`src/rtl/fsmd_pkg.sv`:
```
// rtl/fsmd_pkg.sv - shared FSMD state encoding and default datapath width
package fsmd_pkg;

  localparam int FSMD_DEF_WIDTH = 4;

  typedef enum logic [2:0] {
    ST_IDLE = 3'b000,
    ST_ITER = 3'b001,
    ST_DONE = 3'b010
  } fsmd_state_e;

endpackage

```
`src/rtl/fsmd_div_step.sv`:
```
// rtl/fsmd_div_step.sv - one combinational restoring-division step
module fsmd_div_step
  import fsmd_pkg::*;
#(
  parameter int WIDTH = FSMD_DEF_WIDTH
) (
  input  logic [WIDTH:0]   r_in,
  input  logic [WIDTH-1:0] b_in,
  input  logic             bit_in,
  output logic [WIDTH:0]   r_out,
  output logic             q_bit
);

  logic [WIDTH:0] trial;
  logic           unused_r_msb;

  // R stays below B between steps, so its top bit never carries information
  assign unused_r_msb = r_in[WIDTH];

  always_comb begin
    trial = {r_in[WIDTH-1:0], bit_in};
    if (trial >= {1'b0, b_in}) begin
      r_out = trial - {1'b0, b_in};
      q_bit = 1'b1;
    end else begin
      r_out = trial;
      q_bit = 1'b0;
    end
  end

endmodule

```
`src/rtl/fsmd_divider.sv`:
```
// rtl/fsmd_divider.sv - sequential restoring divider FSMD; FSMD_DIV_ZERO_CHECK_EN enables zero-divisor shortcut
module fsmd_divider
  import fsmd_pkg::*;
#(
  parameter int WIDTH = FSMD_DEF_WIDTH
) (
  input  logic             clock,
  input  logic             reset,
  input  logic             start,
  input  logic [WIDTH-1:0] dividend,
  input  logic [WIDTH-1:0] divisor,
  output logic             busy,
  output logic             done,
  output logic [WIDTH-1:0] quotient,
  output logic [WIDTH-1:0] remainder,
  output logic             div_by_zero,
  output logic [2:0]       PS
);

  localparam int CW = $clog2(WIDTH);
  localparam logic [CW-1:0] LAST_CNT = CW'(WIDTH - 1);

  fsmd_state_e      state_q, state_d;
  logic [WIDTH-1:0] q_q, q_d, b_q, b_d;
  logic [WIDTH:0]   r_q, r_d;
  logic [CW-1:0]    cnt_q, cnt_d;
  logic [WIDTH-1:0] quot_q, quot_d, rem_q, rem_d;
  logic             dbz_q, dbz_d, busy_q, busy_d, done_q, done_d;
  logic [WIDTH:0]   step_r;
  logic             step_qbit;

  fsmd_div_step #(.WIDTH(WIDTH)) u_step (
    .r_in   (r_q),
    .b_in   (b_q),
    .bit_in (q_q[WIDTH-1]),
    .r_out  (step_r),
    .q_bit  (step_qbit)
  );

  always_comb begin
    state_d = state_q;
    q_d     = q_q;
    b_d     = b_q;
    r_d     = r_q;
    cnt_d   = cnt_q;
    quot_d  = quot_q;
    rem_d   = rem_q;
    dbz_d   = dbz_q;
    case (state_q)
      ST_IDLE: begin
        if (start) begin
          q_d     = dividend;
          b_d     = divisor;
          r_d     = '0;
          cnt_d   = '0;
          state_d = ST_ITER;
`ifdef FSMD_DIV_ZERO_CHECK_EN
          if (divisor == '0) begin
            quot_d  = '1;
            rem_d   = dividend;
            dbz_d   = 1'b1;
            state_d = ST_DONE;
          end
`endif
        end
      end
      ST_ITER: begin
        q_d   = {q_q[WIDTH-2:0], step_qbit};
        r_d   = step_r;
        cnt_d = cnt_q + CW'(1);
        if (cnt_q == LAST_CNT) begin
          quot_d  = {q_q[WIDTH-2:0], step_qbit};
          rem_d   = step_r[WIDTH-1:0];
          dbz_d   = 1'b0;
          state_d = ST_DONE;
        end
      end
      ST_DONE: state_d = ST_IDLE;
      default: state_d = ST_IDLE;
    endcase
    // status flags are registered copies of what the next state will be
    busy_d = (state_d != ST_IDLE);
    done_d = (state_d == ST_DONE);
  end

  always_ff @(posedge clock or posedge reset) begin
    if (reset) begin
      state_q <= ST_IDLE;
      q_q     <= '0;
      b_q     <= '0;
      r_q     <= '0;
      cnt_q   <= '0;
      quot_q  <= '0;
      rem_q   <= '0;
      dbz_q   <= 1'b0;
      busy_q  <= 1'b0;
      done_q  <= 1'b0;
    end else begin
      state_q <= state_d;
      q_q     <= q_d;
      b_q     <= b_d;
      r_q     <= r_d;
      cnt_q   <= cnt_d;
      quot_q  <= quot_d;
      rem_q   <= rem_d;
      dbz_q   <= dbz_d;
      busy_q  <= busy_d;
      done_q  <= done_d;
    end
  end

  assign busy        = busy_q;
  assign done        = done_q;
  assign quotient    = quot_q;
  assign remainder   = rem_q;
  assign div_by_zero = dbz_q;
  assign PS          = state_q;

endmodule

```
`config.mk`:
```
export PLATFORM = sky130hd
export DESIGN_NAME = fsmd_divider
export DESIGN_NICKNAME = d
export VERILOG_FILES = /design/src/rtl/fsmd_pkg.sv /design/src/rtl/fsmd_div_step.sv /design/src/rtl/fsmd_divider.sv
export SDC_FILE = /design/constraint.sdc
export NUM_CORES = 1
export LEC_CHECK = 0
export BUFFER_PORTS_ARGS = -buffer_cell sky130_fd_sc_hd__buf_4
export CAP_MARGIN = 10
export CORE_ASPECT_RATIO = 1.4
export CORE_MARGIN = 2
export CORE_UTILIZATION = 60
export CTS_BUF_LIST = sky130_fd_sc_hd__clkbuf_4 sky130_fd_sc_hd__clkbuf_8
export CTS_CLUSTER_SIZE = 40
export DETAILED_ROUTE_END_ITERATION = 6
export GPL_TIMING_DRIVEN = 0
export HOLD_SLACK_MARGIN = 0.02
export PLACE_DENSITY = 0.86
export SLEW_MARGIN = 20
export SYNTH_ARGS = -nofsm -noshare
export SYNTH_HDL_FRONTEND = slang
export SYNTH_SLANG_ARGS = --single-unit
```
`constraint.sdc`:
```
create_clock -name clock -period 3.8 [get_ports clock]
set_input_delay 0.19 -clock clock [delete_from_list [all_inputs] [get_ports clock]]
set_output_delay 0.19 -clock clock [all_outputs]
set_load 0.02 [all_outputs]
```
==> results of run 1 <==
## worst paths after layout
kind,start,end,slack (ps),cells past startpoint
worst max-delay path,r_q[0]$_DFFE_PP0P_,r_q[0]$_DFFE_PP0P_,1830,5
worst min-delay path,divisor[3],b_q[3]$_DFFE_PP0P_,60,3
worst max register to register,r_q[0]$_DFFE_PP0P_,r_q[0]$_DFFE_PP0P_,1830,5
worst min register to register,quotient[3]$_DFFE_PP0P_,quotient[3]$_DFFE_PP0P_,500,2
max in group asynchronous,reset,PS[1]$_DFF_PP0_,2990,3
min in group asynchronous,reset,remainder[1]$_DFFE_PP0P_,450,3
## sequential cells by signal, summed over array words and instances, names as in the netlist
signal,count
quotient,4
done,1
cnt_q,2
b_q,4
q_q,4
PS,3
busy,1
r_q,4
remainder,4
## worst register-to-register path: stages (launching register included)
cell     delay (ps)
dfrtp_1         470
ha_1            310
nor2b_1         140
o31a_1          330
or3_1           370
a32o_1          260
## cells in the mapped netlist
library cell | n | area [µm²]
nand2_1 | 28 | 105
dfrtp_1 | 27 | 676
o21ai_0 | 10 | 50.1
inv_1 | 9 | 33.8
nor2_1 | 7 | 26.3
ha_1 | 5 | 62.6
or3_1 | 3 | 18.8
a31o_2 | 2 | 17.5
a31oi_1 | 2 | 12.5
a32o_1 | 2 | 20.0
and2_1 | 2 | 12.5
o211ai_1 | 2 | 15.0
o31ai_1 | 2 | 15.0
a21oi_1 | 1 | 5.00
a22o_1 | 1 | 8.76
a22oi_1 | 1 | 7.51
buf_4 | 1 | 7.51
clkbuf_1 | 1 | 3.75
conb_1 | 1 | 3.75
fa_1 | 1 | 20.0
mux2_2 | 1 | 11.3
nand3_1 | 1 | 5.00
nand4_1 | 1 | 6.26
nor2_2 | 1 | 6.26
nor2b_1 | 1 | 6.26
nor3b_1 | 1 | 7.51
nor3b_4 | 1 | 18.8
nor4b_1 | 1 | 8.76
o21a_1 | 1 | 7.51
o21bai_1 | 1 | 7.51
o22ai_1 | 1 | 6.26
o31a_1 | 1 | 8.76
or3b_2 | 1 | 8.76
or4b_1 | 1 | 10.0
xnor2_1 | 1 | 8.76
## metrics by stage
stage,setup slack (ps),total power [mW]
final,1830,1.01
after floorplan,1990,0.744
after global placement,1890,0.860
after detailed placement,1840,0.890
after CTS,1820,1.01
after global routing,1690,1.10
## cell families (layout without fill, tap and decap cells)
group	Yosys count	after routing	synth area share
xor+xnor	1	1	0.00702
fa+ha+maj	6	6	0.0661
other cells	1	2	0.00300
buf+inv	11	39	0.0361
compound gates	27	27	0.145
mux	1	1	0.00902
flops	27	27	0.541
simple gates	49	49	0.192
## repair_timing
item                       4_1_cts  5_1_grt
hold endpoints to repair         0       27
setup endpoints to repair        0        0
hold buffers                     0        1
## metal layers
layer	track usage	vias to the layer above	share of wire
met1	0.300	470	0.40
met4	0.116	0	0.038
met2	0.429	27	0.53
li1	-	481	-
met5	0	-	0
met3	0.0343	11	0.036
## where the power goes
part	total [mW]	switching (mW)	leakage [nW]	internal, mW
Clock	0.121	0.0815	0.0177	0.0395
Sequential	0.427	0.0589	0.350	0.368
Combinational	0.458	0.263	0.391	0.195
## final cells by class
class	count	area (µm²)
sequential	27	676
timing repair buffer	24	183
fill	152	484
multi-input combinational	86	532
inverter	9	33.8
tap	21	26.3
clock inverter	1	5.00
clock buffer	3	22.5
buffer	2	11.3
==> results.json, run 1 <==
{
  "clock_sinks": 27,
  "post_drt_wl_per_cell_um": 14.2,
  "path_clk_slew_ps": 140,
  "ios": 25,
  "clk_path_buf_depth": 2,
  "rsz0062_at_grt": "false",
  "most-common-layout-cells": "nand2_1 (28), dfrtp_1 (27), buf_4 (24), o21ai_0 (10), inv_1 (8)",
  "worst-path-max-fanout": 9,
  "finalWirelength_um": 2460,
  "drt_iter0_markers": 15,
  "root_buffer": "clkbuf_4",
  "timing.final.crit_share": 0.519,
  "netlist_instances": 123,
  "antenna_found_initial": 0,
  "hold_path_class": "in2reg",
  "drv_cap": 0,
  "fin_skew_ps": 3.78,
  "cts_tree": "yes",
  "syn_area_per_cell_um2": 10.2,
  "final_util": 0.755,
  "crit_family": "compound AO/OA/AOI/OAI gates",
  "vdd_ir_drop_max_mv": 0.475,
  "leakage_nw": 0.759,
  "drv_slew": 0,
  "drt_pass1_iterations": 4,
  "fin_cells": 173,
  "num_rows": 19,
  "overflow": 0,
  "fp.dieArea_um2": 2470,
  "place.gp.congestion": 0.884,
  "hold_slack_ps": 55.9,
  "ant_nets": 0,
  "clk_latency_ps": 320,
  "path_buf_inv": 0,
  "final_common_cell": "nand2_1",
  "critPathArrivalTime_ps": 2210,
  "initial_core_util": 0.633,
  "ys_warn_count": 0,
  "final_area_um2": 1490,
  "worstSetupStartpointType": "flop",
  "vias_per_cell": 5.72,
  "synth-seq-cells": 27,
  "drc": 0,
  "htree_num_levels": 1,
  "cts_buffers": 3,
  "hpwl_um": 1890,
  "port_buffers": 23,
  "vias": 989,
  "synthesis.area_um2": 1250,
  "finalHoldViolations": 0,
  "cp_cell_sequence": "ha_1 > nor2b_1 > o31a_1 > or3_1 > a32o_1",
  "worst_path_max_delay_cell": "dfrtp_1",
  "relSlewSlack": 0.599,
  "nets": 170,
  "grt_pass1_vias": 1025,
  "grt_max_degree": 28,
  "diodes": 0,
  "ys_types": 35,
  "placed_cell_area_um2": 1450,
  "core_um2": 1970,
  "placedCellCount": 168,
  "area_delta_synth_final_pct": 19.2,
  "tightest_slew_ps": 600,
  "status": "finished, final reports clean",
  "cp-end-kind": "flop",
  "die_h_um": 58.0,
  "critPathRequiredTime_ps": 4030,
  "drive_gt1_frac": 0.230,
  "min_period_ps": 1970,
  "max_freq_mhz": 507,
  "setup_violations": 0,
  "tns_ps": 0,
  "track_usage": 0.246,
  "powerDensity_nw_per_um2": 676,
  "die_w_um": 42.6,
  "criticalPathCategory": "reg2reg",
  "post-cts-setup-buffer-count": 0,
  "ys_seq_area_frac": 0.541,
  "grt_pass1_wl_um": 4550,
  "slowest_delay_ps": 470,
  "cts.repair.resized": 0
}
No activity file was read; power rests on OpenSTA's default activity.
==> inputs of run 2 (changes only) <==
--- a/config.mk
+++ b/config.mk
@@ -9,13 +9,13 @@
 export CAP_MARGIN = 10
 export CORE_ASPECT_RATIO = 1.4
 export CORE_MARGIN = 2
-export CORE_UTILIZATION = 60
+export CORE_UTILIZATION = 56
 export CTS_BUF_LIST = sky130_fd_sc_hd__clkbuf_4 sky130_fd_sc_hd__clkbuf_8
 export CTS_CLUSTER_SIZE = 40
 export DETAILED_ROUTE_END_ITERATION = 6
 export GPL_TIMING_DRIVEN = 0
 export HOLD_SLACK_MARGIN = 0.02
-export PLACE_DENSITY = 0.86
+export PLACE_DENSITY = 0.81
 export SLEW_MARGIN = 20
 export SYNTH_ARGS = -nofsm -noshare
 export SYNTH_HDL_FRONTEND = slang
==> constraint.sdc (replaced) <==
create_clock -name clock -period 1.91 [get_ports clock]
set_input_delay 0.0955 -clock clock [delete_from_list [all_inputs] [get_ports clock]]
set_output_delay 0.0955 -clock clock [all_outputs]
set_load 0.02 [all_outputs]
==> run 2 against run 1 <==
Sequential cell count did not move. Power rose by 130%. Global-route usage fell by 3.4 points. Final cell count rose by 9.2%. First-iteration DRC count rose by 60%. Die area rose by 6.6%. Worst hold slack got worse by 35 ps.
==> results.json, run 2 (synthesized netlist as in run 1, its figures left out) <==
{
  "worstSetupStartpointType": "flop",
  "cts_tree": "yes",
  "final_util": 0.780,
  "timing.final.crit_share": 0.987,
  "htree_num_levels": 1,
  "setup_violations": 0,
  "clk_path_buf_depth": 2,
  "leakage_nw": 0.831,
  "status": "finished, final reports clean",
  "most-common-layout-cells": "buf_4 (32), dfrtp_1 (27), nand2_1 (27), o21ai_0 (10)",
  "final_common_cell": "buf_4",
  "path_clk_slew_ps": 150,
  "overflow": 0,
  "worstHoldPathCells": 3,
  "die_w_um": 43.9,
  "num_rows": 20,
  "track_usage": 0.212,
  "hpwl_um": 1770,
  "root_buffer": "clkbuf_4",
  "ios": 25,
  "antenna_found_initial": 0,
  "relSlewSlack": 0.390,
  "placed_cell_area_um2": 1450,
  "drv_slew": 0,
  "drv_cap": 0,
  "die_h_um": 59.9,
  "fin_cells": 189,
  "drt_iter0_markers": 24,
  "grt_pass1_wl_um": 4090,
  "drt_pass1_iterations": 4,
  "min_period_ps": 1890,
  "r2r_slack_ps": 20,
  "cp-end-kind": "flop",
  "clock_sinks": 27,
  "ff2ff_path_depth": 5,
  "placedCellCount": 169,
  "post_drt_wl_per_cell_um": 15.4,
  "totalPowerFinal_mw": 2.32,
  "initial_core_util": 0.580,
  "vias": 1099,
  "grt_pass1_vias": 1007,
  "vias_per_cell": 5.81,
  "worst-path-max-fanout": 5,
  "core_um2": 2150,
  "ant_nets": 0,
  "critPathArrivalTime_ps": 2140,
  "vdd_ir_drop_max_mv": 0.928,
  "hold_path_class": "in2reg",
  "clk_latency_ps": 340,
  "place.gp.congestion": 0.851,
  "drc": 0,
  "area_delta_synth_final_pct": 34.5,
  "max_freq_mhz": 530,
  "cts_buffers": 3,
  "critPathRequiredTime_ps": 2160,
  "holdPathEnd": "q_q[1]$_DFFE_PP0P_",
  "grt_max_degree": 28,
  "hold_slack_ps": 20.6,
  "diodes": 0,
  "criticalPathCategory": "reg2reg",
  "powerDensity_nw_per_um2": 1380,
  "r2r-start": "r_q[2]$_DFFE_PP0P_",
  "final_area_um2": 1680,
  "port_buffers": 23,
  "tightest_slew_ps": 910,
  "fin_skew_ps": 6.47,
  "worstSetupStartpoint": "r_q[2]$_DFFE_PP0P_",
  "drive_gt1_frac": 0.299,
  "finalWirelength_um": 2900,
  "finalHoldViolations": 0,
  "reg2reg_to": "r_q[0]$_DFFE_PP0P_",
  "fp.dieArea_um2": 2630,
  "nets": 185,
  "min_from": "dividend[1]"
}
-- run 2: changes by cell type in the layout (fill, tap and decap cells not counted), sizes merged --
cell         delta
clkinvlp        +1
inv             -1
dlygate4sd3     +6
buf             +8
o31a            +1
-- run 2: repair_timing --
| item | 4_1_cts | 5_1_grt |
|---|---|---|
| gates cloned | 1 | 0 |
| buffers inserted | 1 | 7 |
| hold buffers | 6 | 1 |
| pin swaps | 1 | 4 |
| setup endpoints to repair | 4 | 5 |
| gates resized for setup | 1 | 9 |
| hold endpoints to repair | 32 | 1 |
-- run 2: worst max-delay path by stage --
stage | slack (ps) | to | cells past startpoint
3_3_place_gp | 10 | r_q[2]$_DFFE_PP0P_ | 5
4_1_cts | 6 | r_q[0]$_DFFE_PP0P_ | 6
6_report | 20 | r_q[0]$_DFFE_PP0P_ | 5
5_1_grt | -20 | r_q[0]$_DFFE_PP0P_ | 5
3_5_place_dp | -10 | r_q[0]$_DFFE_PP0P_ | 5
2_1_floorplan | 100 | r_q[0]$_DFFE_PP0P_ | 5
-- run 2: cell type report --
type	count	area, µm²
fill	138	473
sequential	27	676
buffer	2	11.3
clock inverter	1	7.51
clock buffer	3	22.5
timing repair buffer	38	303
tap	22	27.5
multi-input combinational	87	598
inverter	9	33.8
-- run 2: report_power, final --
| group | switching (mW) | internal [mW] | leakage (nW) |
|---|---|---|---|
| clock network | 0.180 | 0.0805 | 0.0139 |
| registers | 0.121 | 0.733 | 0.350 |
| logic | 0.642 | 0.563 | 0.467 |
-- run 2: worst max-delay path: stages, from the launching register on --
cell     delay (ps)
dfrtp_1         460
ha_1            350
o21a_1          150
o31a_1          170
or3_4           420
a32o_1          230
-- run 2: metrics by stage --
stage	setup WS [ps]	setup TNS, ps
floorplan	98.2	0
global placement	11.9	0
detailed placement	-13.1	-21.3
CTS	5.75	0
global route	-20.1	-72.5
finish	24.4	0
-- run 2: layer usage --
layer	GRT usage	share of wire	vias to the layer above
met1	0.232	0.39	542
met4	0.108	0.028	0
met5	0	0	-
met3	0.0181	0.040	9
li1	-	-	517
met2	0.397	0.55	31
